### src/rtl/store_buf_pkg.sv
// rtl/store_buf_pkg.sv - shared store types, constants and default entry layout for store_buffer
package store_buf_pkg;

    localparam logic [1:0] ST_WORD = 2'd0;
    localparam logic [1:0] ST_HALF = 2'd1;
    localparam logic [1:0] ST_BYTE = 2'd2;
    localparam logic [1:0] ST_RSVD = 2'd3;

    localparam int SB_DATA_W = 32;
    localparam int SB_ADDR_W = 32;
    localparam int SB_STRB_W = SB_DATA_W / 8;

    typedef struct packed {
        logic [SB_ADDR_W-1:0] addr;
        logic [SB_STRB_W-1:0] strb;
        logic [SB_DATA_W-1:0] data;
    } sb_entry_t;

    typedef enum logic {
        PORT_IDLE = 1'b0,
        PORT_REQ  = 1'b1
    } port_state_e;

endpackage

### src/rtl/store_fmt.sv
// rtl/store_fmt.sv - formats a byte/half/word store into lane-aligned data and strobes
module store_fmt
    import store_buf_pkg::*;
#(
    parameter int DATA_W = SB_DATA_W
) (
    input  logic [1:0]                   st_type,
    input  logic [$clog2(DATA_W/8)-1:0]  off,
    input  logic [DATA_W-1:0]            wdata,
    output logic [DATA_W/8-1:0]          strb,
    output logic [DATA_W-1:0]            data,
    output logic                         misalign,
    output logic                         rsvd
);

    localparam int STRB_W = DATA_W / 8;

    logic [STRB_W-1:0] base_strb;
    logic [DATA_W-1:0] base_data;

    always_comb begin
        base_strb = '0;
        base_data = '0;
        misalign  = 1'b0;
        rsvd      = 1'b0;
        case (st_type)
            ST_BYTE: begin
                base_strb = STRB_W'(1);
                base_data = DATA_W'(wdata[7:0]);
            end
            ST_HALF: begin
                base_strb = STRB_W'(2'b11);
                base_data = DATA_W'(wdata[15:0]);
                misalign  = off[0];
            end
            ST_WORD: begin
                base_strb = STRB_W'(4'hF);
                base_data = DATA_W'(wdata[31:0]);
                misalign  = off[1:0] != 2'b00;
            end
            default: rsvd = 1'b1;
        endcase
    end

    assign strb = base_strb << off;
    assign data = base_data << {off, 3'b000};

endmodule

### src/rtl/store_buffer.sv
// rtl/store_buffer.sv - in-order store FIFO with memory write port and load-hazard check
// Optional merge into the youngest non-head entry: STORE_BUF_MERGE_EN
module store_buffer
    import store_buf_pkg::*;
#(
    parameter int DATA_W = SB_DATA_W,
    parameter int ADDR_W = SB_ADDR_W,
    parameter int DEPTH  = 4
) (
    input  logic                         clk,
    input  logic                         reset,
    input  logic                         st_valid,
    input  logic                         st_cancel,
    input  logic [1:0]                   st_type,
    input  logic [ADDR_W-1:0]            st_addr,
    input  logic [DATA_W-1:0]            st_wdata,
    output logic                         st_ready,
    output logic                         st_err,
    output logic                         mem_req,
    output logic [ADDR_W-1:0]            mem_addr,
    output logic [DATA_W/8-1:0]          mem_wstrb,
    output logic [DATA_W-1:0]            mem_wdata,
    input  logic                         mem_ack,
    input  logic [ADDR_W-1:0]            ld_addr,
    output logic                         ld_hit,
    output logic [$clog2(DEPTH+1)-1:0]   count
);

    localparam int STRB_W = DATA_W / 8;
    localparam int OFF_W  = $clog2(STRB_W);
    localparam int PTR_W  = $clog2(DEPTH);
    localparam int CNT_W  = $clog2(DEPTH+1);

    logic [ADDR_W-1:0] addr_q [DEPTH];
    logic [ADDR_W-1:0] addr_d [DEPTH];
    logic [STRB_W-1:0] strb_q [DEPTH];
    logic [STRB_W-1:0] strb_d [DEPTH];
    logic [DATA_W-1:0] data_q [DEPTH];
    logic [DATA_W-1:0] data_d [DEPTH];

    logic [PTR_W-1:0]  head_q, head_d, tail_q, tail_d;
    logic [CNT_W-1:0]  count_q, count_d;
    logic              st_ready_q, st_ready_d;
    logic              st_err_q, st_err_d;
    port_state_e       state_q;
    logic [ADDR_W-1:0] mem_addr_q;
    logic [STRB_W-1:0] mem_wstrb_q;
    logic [DATA_W-1:0] mem_wdata_q;

    logic [STRB_W-1:0] fmt_strb;
    logic [DATA_W-1:0] fmt_data;
    logic              fmt_misalign, fmt_rsvd;
    logic [ADDR_W-1:0] st_aligned, ld_aligned;
    logic              legal, accept, push, pop, merge;
    logic              ld_hit_c;
    logic [PTR_W-1:0]  rel;
    logic              unused_ld_lo;

    store_fmt #(.DATA_W(DATA_W)) u_fmt (
        .st_type  (st_type),
        .off      (st_addr[OFF_W-1:0]),
        .wdata    (st_wdata),
        .strb     (fmt_strb),
        .data     (fmt_data),
        .misalign (fmt_misalign),
        .rsvd     (fmt_rsvd)
    );

    assign st_aligned   = {st_addr[ADDR_W-1:OFF_W], {OFF_W{1'b0}}};
    assign ld_aligned   = {ld_addr[ADDR_W-1:OFF_W], {OFF_W{1'b0}}};
    assign unused_ld_lo = ^ld_addr[OFF_W-1:0];

    assign legal  = !fmt_misalign && !fmt_rsvd;
    assign accept = st_valid && st_ready_q && !st_cancel && legal;
    assign pop    = (state_q == PORT_REQ) && mem_ack;

`ifdef STORE_BUF_MERGE_EN
    logic [PTR_W-1:0] youngest;
    assign youngest = tail_q - PTR_W'(1);
    // The head may already be on the port, so only a younger entry may absorb a store.
    assign merge = accept && (count_q >= CNT_W'(2)) && (addr_q[youngest] == st_aligned);
`else
    assign merge = 1'b0;
`endif
    assign push = accept && !merge;

    always_comb begin
        addr_d  = addr_q;
        strb_d  = strb_q;
        data_d  = data_q;
        head_d  = head_q;
        tail_d  = tail_q;
        if (push) begin
            addr_d[tail_q] = st_aligned;
            strb_d[tail_q] = fmt_strb;
            data_d[tail_q] = fmt_data;
            tail_d         = tail_q + PTR_W'(1);
        end
`ifdef STORE_BUF_MERGE_EN
        if (merge) begin
            strb_d[youngest] = strb_q[youngest] | fmt_strb;
            for (int b = 0; b < STRB_W; b++) begin
                if (fmt_strb[b]) data_d[youngest][8*b +: 8] = fmt_data[8*b +: 8];
            end
        end
`endif
        if (pop) head_d = head_q + PTR_W'(1);
        count_d    = count_q + CNT_W'(push) - CNT_W'(pop);
        st_ready_d = count_d != CNT_W'(DEPTH);
        st_err_d   = st_valid && !st_cancel && !legal;
    end

    always_comb begin
        ld_hit_c = accept && (st_aligned == ld_aligned);
        rel      = '0;
        for (int i = 0; i < DEPTH; i++) begin
            rel = PTR_W'(i) - head_q;
            if ((CNT_W'(rel) < count_q) && (addr_q[i] == ld_aligned)) ld_hit_c = 1'b1;
        end
    end

    always_ff @(posedge clk or posedge reset) begin
        if (reset) begin
            for (int i = 0; i < DEPTH; i++) begin
                addr_q[i] <= '0;
                strb_q[i] <= '0;
                data_q[i] <= '0;
            end
            head_q      <= '0;
            tail_q      <= '0;
            count_q     <= '0;
            st_ready_q  <= 1'b1;
            st_err_q    <= 1'b0;
            state_q     <= PORT_IDLE;
            mem_addr_q  <= '0;
            mem_wstrb_q <= '0;
            mem_wdata_q <= '0;
        end else begin
            addr_q     <= addr_d;
            strb_q     <= strb_d;
            data_q     <= data_d;
            head_q     <= head_d;
            tail_q     <= tail_d;
            count_q    <= count_d;
            st_ready_q <= st_ready_d;
            st_err_q   <= st_err_d;
            // Port registers load the next head from the post-update entries.
            case (state_q)
                PORT_IDLE: begin
                    if (count_d != '0) begin
                        state_q     <= PORT_REQ;
                        mem_addr_q  <= addr_d[head_d];
                        mem_wstrb_q <= strb_d[head_d];
                        mem_wdata_q <= data_d[head_d];
                    end
                end
                PORT_REQ: begin
                    if (pop) begin
                        if (count_d != '0) begin
                            mem_addr_q  <= addr_d[head_d];
                            mem_wstrb_q <= strb_d[head_d];
                            mem_wdata_q <= data_d[head_d];
                        end else begin
                            state_q     <= PORT_IDLE;
                            mem_addr_q  <= '0;
                            mem_wstrb_q <= '0;
                            mem_wdata_q <= '0;
                        end
                    end
                end
                default: state_q <= PORT_IDLE;
            endcase
        end
    end

    assign st_ready  = st_ready_q;
    assign st_err    = st_err_q;
    assign mem_req   = (state_q == PORT_REQ);
    assign mem_addr  = mem_addr_q;
    assign mem_wstrb = mem_wstrb_q;
    assign mem_wdata = mem_wdata_q;
    assign ld_hit    = ld_hit_c;
    assign count     = count_q;

endmodule

### config.mk
export PLATFORM = sky130hd
export DESIGN_NAME = store_buffer
export DESIGN_NICKNAME = d
export VERILOG_FILES = /design/src/rtl/store_buf_pkg.sv /design/src/rtl/store_fmt.sv /design/src/rtl/store_buffer.sv
export SDC_FILE = /design/constraint.sdc
export NUM_CORES = 1
export LEC_CHECK = 0
export ABC_AREA = 1
export CAP_MARGIN = 20
export CORE_ASPECT_RATIO = 1.4
export CORE_MARGIN = 1.5
export CORE_UTILIZATION = 30
export CTS_BUF_LIST = sky130_fd_sc_hd__clkbuf_4 sky130_fd_sc_hd__clkbuf_8 sky130_fd_sc_hd__clkbuf_16
export DETAILED_ROUTE_END_ITERATION = 10
export PLACE_DENSITY = 0.49
export SLEW_MARGIN = 15
export SYNTH_ARGS = -nofsm -noshare
export SYNTH_HDL_FRONTEND = slang
export SYNTH_SLANG_ARGS = --single-unit
### constraint.sdc
create_clock -name clk -period 12.6 [get_ports clk]
set_clock_uncertainty 0.05 [all_clocks]
set_input_delay 2.52 -clock clk [delete_from_list [all_inputs] [get_ports clk]]
set_output_delay 2.52 -clock clk [all_outputs]
set_load 0.01 [all_outputs]
==> results of run 1 <==
## synthesized netlist by cell type
library cell / instances / area share, %
a211oi_1: 1 / 0.038
a21oi_1: 14 / 0.36
a21oi_2: 1 / 0.045
and2_1: 132 / 4.2
buf_1: 16 / 0.31
buf_2: 47 / 1.2
buf_4: 7 / 0.27
buf_6: 3 / 0.17
clkbuf_1: 69 / 1.3
clkinv_1: 2 / 0.038
dfrtp_1: 349 / 44
dfstp_2: 1 / 0.13
fa_1: 1 / 0.10
ha_1: 10 / 0.64
inv_1: 246 / 4.7
inv_2: 2 / 0.038
inv_6: 1 / 0.045
nand2_1: 1211 / 23
nand2_2: 1 / 0.032
nand2_4: 1 / 0.057
nand3_1: 388 / 9.9
nand3_4: 1 / 0.089
nand3b_1: 1 / 0.038
nand4_1: 7 / 0.22
nand4_2: 2 / 0.13
nor2_1: 108 / 2.1
nor2_2: 3 / 0.096
nor2_4: 3 / 0.17
nor2_8: 2 / 0.20
nor3_1: 18 / 0.46
o21ai_0: 74 / 1.9
o22ai_1: 4 / 0.13
or2_2: 5 / 0.16
xnor2_1: 14 / 0.62
xor2_1: 58 / 2.6
## power by group
group	switching [mW]	leakage (nW)	internal [mW]
Clock	0.511	0.727	0.763
Sequential	0.287	4.22	1.64
Combinational	1.65	6.87	0.958
## worst max-delay path: stages
cell,delay [ns]
clkdlybuf4s50_1,0.88
inv_2,0.38
nor2_4,0.38
nor2_8,0.09
nand3_4,0.06
buf_4,0.60
inv_6,0.33
nand3_1,0.19
nor2_1,0.05
nor2_1,0.10
nand3_1,0.12
clkdlybuf4s50_1,0.51
## kinds of logic (layout without fill, tap and decap cells)
kind of cell / after synthesis / in the layout / share of synthesized area (%)
flip-flops: 350 / 350 / 44.6
XOR/XNOR: 72 / 72 / 3.21
adder cells (fa/ha/maj): 11 / 11 / 0.739
other: 0 / 1 / 0
AND/OR/NAND/NOR: 1883 / 1883 / 40.9
buffers and inverters: 393 / 523 / 8.08
AO/OA/AOI/OAI: 94 / 94 / 2.45
## area by class of cell
cell class / count / area [um2]
Inverter: 251 / 962
Tap cell: 840 / 1050
Antenna cell: 1 / 2.50
Timing Repair Buffer: 196 / 1930
Sequential cell: 350 / 8760
Multi-Input combinational cell: 2060 / 9340
Clock buffer: 64 / 1320
Fill cell: 6869 / 41100
Clock inverter: 12 / 116
## metrics by stage
step | setup WS (ns) | total power, mW | cells
floorplan | 0.325 | 3.59 | 2803
global placement | 3.87 | 4.51 | 3696
global route | 3.55 | 6.26 | 3774
CTS | 3.82 | 5.87 | 3772
finish | 3.77 | 5.81 | 3774
detailed placement | 3.82 | 4.56 | 3696
## metal layers
layer / part of all wire, % / vias up / GRT usage [%] / wire length, um
met5: 0 / - / 0 / 0
met4: 4.2 / 0 / 8.86 / 3110
met3: 5.7 / 142 / 2.87 / 4250
met2: 49 / 682 / 39.0 / 36500
met1: 41 / 8915 / 27.4 / 30400
li1: - / 8856 / - / -
## placed cells by master (no fill, tap or decap), types with 6 or more instances in the layout
cell	count
nor3_1	18
clkinv_2	8
nor2_1	108
xor2_1	58
nand4_1	7
clkbuf_4	7
buf_4	19
nand3_1	388
clkdlybuf4s50_1	175
clkbuf_8	14
inv_1	243
o21ai_0	74
and2_1	132
dfrtp_1	349
clkbuf_16	43
a21oi_1	14
ha_1	10
xnor2_1	14
nor2_4	6
nand2_1	1210
## registers in the layout, indices dropped and copies added, names as in the netlist, 2 cells and up
register	flops
mem_addr	32
count	3
mem_wstrb	4
data_q	128
tail_q	2
addr_q	128
head_q	2
strb_q	16
mem_wdata	32
## path summary, 6_finish.rpt
kind / startpoint / to / slack, ns / depth (start not counted)
worst max-delay path: st_addr[0] / ld_hit / 3.77 / 12
min in group asynchronous: reset / mem_addr[6] / 2.46 / 2
worst max register to register: st_ready / mem_wdata[24] / 7.70 / 18
worst min register to register: mem_addr[25] / mem_addr[25] / 0.43 / 2
max in group asynchronous: reset / data_q[116] / 7.63 / 4
worst min-delay path: mem_addr[25] / mem_addr[25] / 0.43 / 2
==> results.toml, run 1 <==
[global_routing]
gr-total-overflow = 0
grt_pass1_vias = 18500
grt_max_degree = 158
gr-usage-all-layers_pct = 22.3
antenna_found_initial = 2
grt_pass1_wl_um = 113000

[sta]
setup_viol_count_final = 0
tightestPinTransition_ns = 1.11
rsz0062_at_grt = "false"
hold_slack_ns = 0.428
fin_crit_sh_pct = 70.1
tns_ns = 0
drv_slew = 0
min_period_ns = 8.83
finalHoldViolCount = 0
slew_headroom_pct = 25.9
max_clock_freq_mhz = 113

[clock_tree]
post_cts_buffers = 0
ctsRootBufferMaster = "clkbuf_16"
numCtsBuffers = 41
clk_pin_slew_worst_paths_ns = 0.05
cts_tree = "yes"
hold_buffers = 0
cts_resized = 0
cts_sinks = 350
clock_path_buffers = 3
h-tree-depth = 2
insertion_delay_ns = 0.58

[worst_setup_path]
cp_data_arrival_time_ns = 6.26
criticalPathCategory = "input pin to output pin"
start_kind = "input pin"
critPathCaptureType = "output pin"
cp_max_fo = 40
required_ns = 10.03

[synth]
syn_area_um2 = 19600
netlist_instances = 2803
ys_warn_count = 0
ys_seq_area_share_pct = 44.6
synth-seq-cells = 350
synth_cell_types = 35
post_synth.cell_area_avg_um2 = 7.01
syn_nets = 2917

[die]
die_w_um = 219
die_y_um = 306
start_util_pct = 30.4
ioPinCount = 178
core_um2 = 64500
rows = 110
die-area_um2 = 67100

[routing]
antenna_left = 0
via_per_inst = 4.93
dr.pass1.iters = 5
detail_route.iter0.violations = 1421
wire_per_inst_um = 19.7
vias = 18600
route.detailed.drc = 0
wirelength_um = 74200

[power]
p_per_area_nw_per_um2 = 247
worst_ir_drop_vdd_v = 0.000114
power.leakage_nw = 11.8

[layout]
syn_to_final_growth_pct = 19.5
fin_area_um2 = 23500
drive_above_1_share_pct = 4.26
final_net_count = 3014
final_util_pct = 36.4

[job]
cap_violations = 0

[placed_design]
gp_congestion = 0.901
dpl.hpwl_um = 47200
port_buffers = 175
dpl_cell_area_um2 = 22000

[run_status]
outcome = "finished clean"

[hold_path]
hp-class = "register to register"
Power figures use the tool's default switching activity.
==> run 2, diff against run 1 <==
Clock period 12.6 ns to 7.95 ns, I/O delays scaled along.
==> run 2 against run 1 <==
  * Sequential share of layout area shrank 0.075 points
  * Combinational power grew 58%
  * Flip-flop and latch count is the same
  * Sequential power grew 60%
  * Critical path depth shrank 1
  * Wire length grew 2.1%
  * Final cell count is essentially flat
  * Clock-buffer cell count grew 3
  * Hold slack lost 0.0036 ns
  * Clock power grew 57%
  * Non-clock buffer count grew 5
  * Worst setup slack lost 2.2 ns
  * Critical path type unchanged
  * Critical endpoint unchanged
==> results.toml, run 2 (synthesis gave the netlist of run 1 again) <==
[routing]
wirelength_um = 75800
vias = 18500
dr.pass1.iters = 5
wire_per_inst_um = 20.1
antenna_left = 0
via_per_inst = 4.91
route.detailed.drc = 0
detail_route.iter0.violations = 1517

[global_routing]
grt_pass1_wl_um = 114000
gr-total-overflow = 0
use_met1_pct = 27.5
met3_usage_pct = 2.75
grt_pass1_vias = 18500
gr-usage-met2_pct = 39.5
gr-usage-all-layers_pct = 22.6
grt_max_degree = 170
antenna_found_initial = 2
grt_busiest_layer = "met2"

[worst_setup_path]
required_ns = 6.31
critPathSlowestCell = "clkdlybuf4s50_1"
cp_max_fo = 36
r2r-start = "st_ready"
r2r_cells = 17
criticalPathCategory = "input pin to output pin"
critical_path.top_delay_family = "buffers and inverters"
cp_num_buf_inv = 4
critPathCaptureType = "output pin"
cp_data_arrival_time_ns = 4.70
crit_chain = "clkdlybuf4s50_1 > inv_2 > nor2_4 > nor2_8 > nand3_4 > inv_6 > nand3_1 > nor2_1 > nor2_1 > nand3_1 > clkdlybuf4s50_1"
r2r_end = "mem_wdata[29]"
r2r_slack_ns = 4.01
start_kind = "input pin"
max_stage_delay_ns = 0.73

[layout]
stdcell_count = 3776
largest_registers = "addr_q x128, data_q x128"
mostFrequentLayoutCells = "1210 x nand2_1, 388 x nand3_1, 349 x dfrtp_1, 243 x inv_1, 175 x clkdlybuf4s50_1"
final_common_cell = "nand2_1"
final_net_count = 3020
syn_to_final_growth_pct = 19.8
drive_above_1_share_pct = 4.29

[sta]
tightestPinTransition_ns = 1.17
min_period_ns = 6.34
setup_viol_count_final = 0
max_clock_freq_mhz = 158
fin_crit_sh_pct = 79.8
finalHoldViolCount = 0
rsz0062_at_grt = "false"
tns_ns = 0
slew_headroom_pct = 22.1
hold_slack_ns = 0.425
drv_slew = 0

[die]
die-area_um2 = 67100
start_util_pct = 30.4
rows = 110
ioPinCount = 178
die_y_um = 306
die_w_um = 219
core_um2 = 64500

[hold_path]
hold_path_end = "mem_addr[18]"
hold_path.startpoint = "mem_addr[18]"
hold_depth = 2
hp-class = "register to register"

[run_status]
outcome = "finished clean"

[placed_design]
post-place-cells = 3700
dpl.hpwl_um = 47800
port_buffers = 175
gp_congestion = 0.927

[clock_tree]
cts_tree = "yes"
hold_buffers = 0
clock_path_buffers = 3
clk_pin_slew_worst_paths_ns = 0.06
cts_resized = 0
numCtsBuffers = 42
cts_sinks = 350
h-tree-depth = 2
post_cts_buffers = 0
insertion_delay_ns = 0.58
ctsRootBufferMaster = "clkbuf_16"

[power]
p_per_area_nw_per_um2 = 391
power.leakage_nw = 11.8
worst_ir_drop_vdd_v = 0.000237

[job]
cap_violations = 0
[run 2: cell types whose count changed in the layout (fill, tap and decap cells not counted)]
cell,previous run,this run
buf_12,2,4
buf_16,0,1
buf_4,19,21
bufinv_16,2,1
clkbuf_16,43,45
clkbuf_4,7,12
clkbuf_8,14,10
clkinv_2,8,4
diode_2,1,2
inv_6,3,2
inv_8,1,0
[run 2: how the worst max path moves through the flow]
stage | end | cells past startpoint | slack (ns) | startpoint
finish | ld_hit | 11 | 1.61 | st_addr[0]
global route | ld_hit | 11 | 1.37 | st_addr[0]
CTS | ld_hit | 11 | 1.65 | st_addr[0]
detailed placement | ld_hit | 11 | 1.67 | st_addr[0]
global placement | ld_hit | 11 | 1.64 | st_addr[0]
floorplan | addr_q[0] | 1 | 1.62 | reset
[run 2: cell type report]
type | instances | area (um2)
clock inverter | 5 | 50.0
antenna | 2 | 5.00
multi-input combinational | 2060 | 9340
sequential | 350 | 8760
timing repair buffer | 201 | 2020
fill | 6876 | 41000
tap | 840 | 1050
clock buffer | 67 | 1350
inverter | 251 | 958
[run 2: stage by stage]
stage	util, %	total power [mW]	cell area, um2	setup slack [ns]
CTS	36.4	9.27	23500	1.65
detailed placement	34.2	7.22	22100	1.67
global route	36.5	9.89	23500	1.37
global placement	34.2	7.14	22100	1.64
finish	36.5	9.20	23500	1.61
floorplan	-	5.69	19700	1.62
[run 2: power breakdown]
| group | internal (mW) | total (mW) | leakage, nW | switching [mW] |
|---|---|---|---|---|
| registers | 2.61 | 3.09 | 4.22 | 0.481 |
| logic | 1.53 | 4.11 | 6.91 | 2.58 |
| clock network | 1.19 | 2.00 | 0.711 | 0.807 |
[run 2: tightest hold or removal path, stage by stage, from the launching register on]
cell     delay, ns
dfrtp_1       0.34
nand2_1       0.05
nand2_1       0.06
[run 2: per-layer routing]
metal  up-vias  part of all wire, %
met2       614                   50
met4         0                  4.7
met1      8904                   40
li1       8873                    -
met5         -                    0
met3       153                  5.2
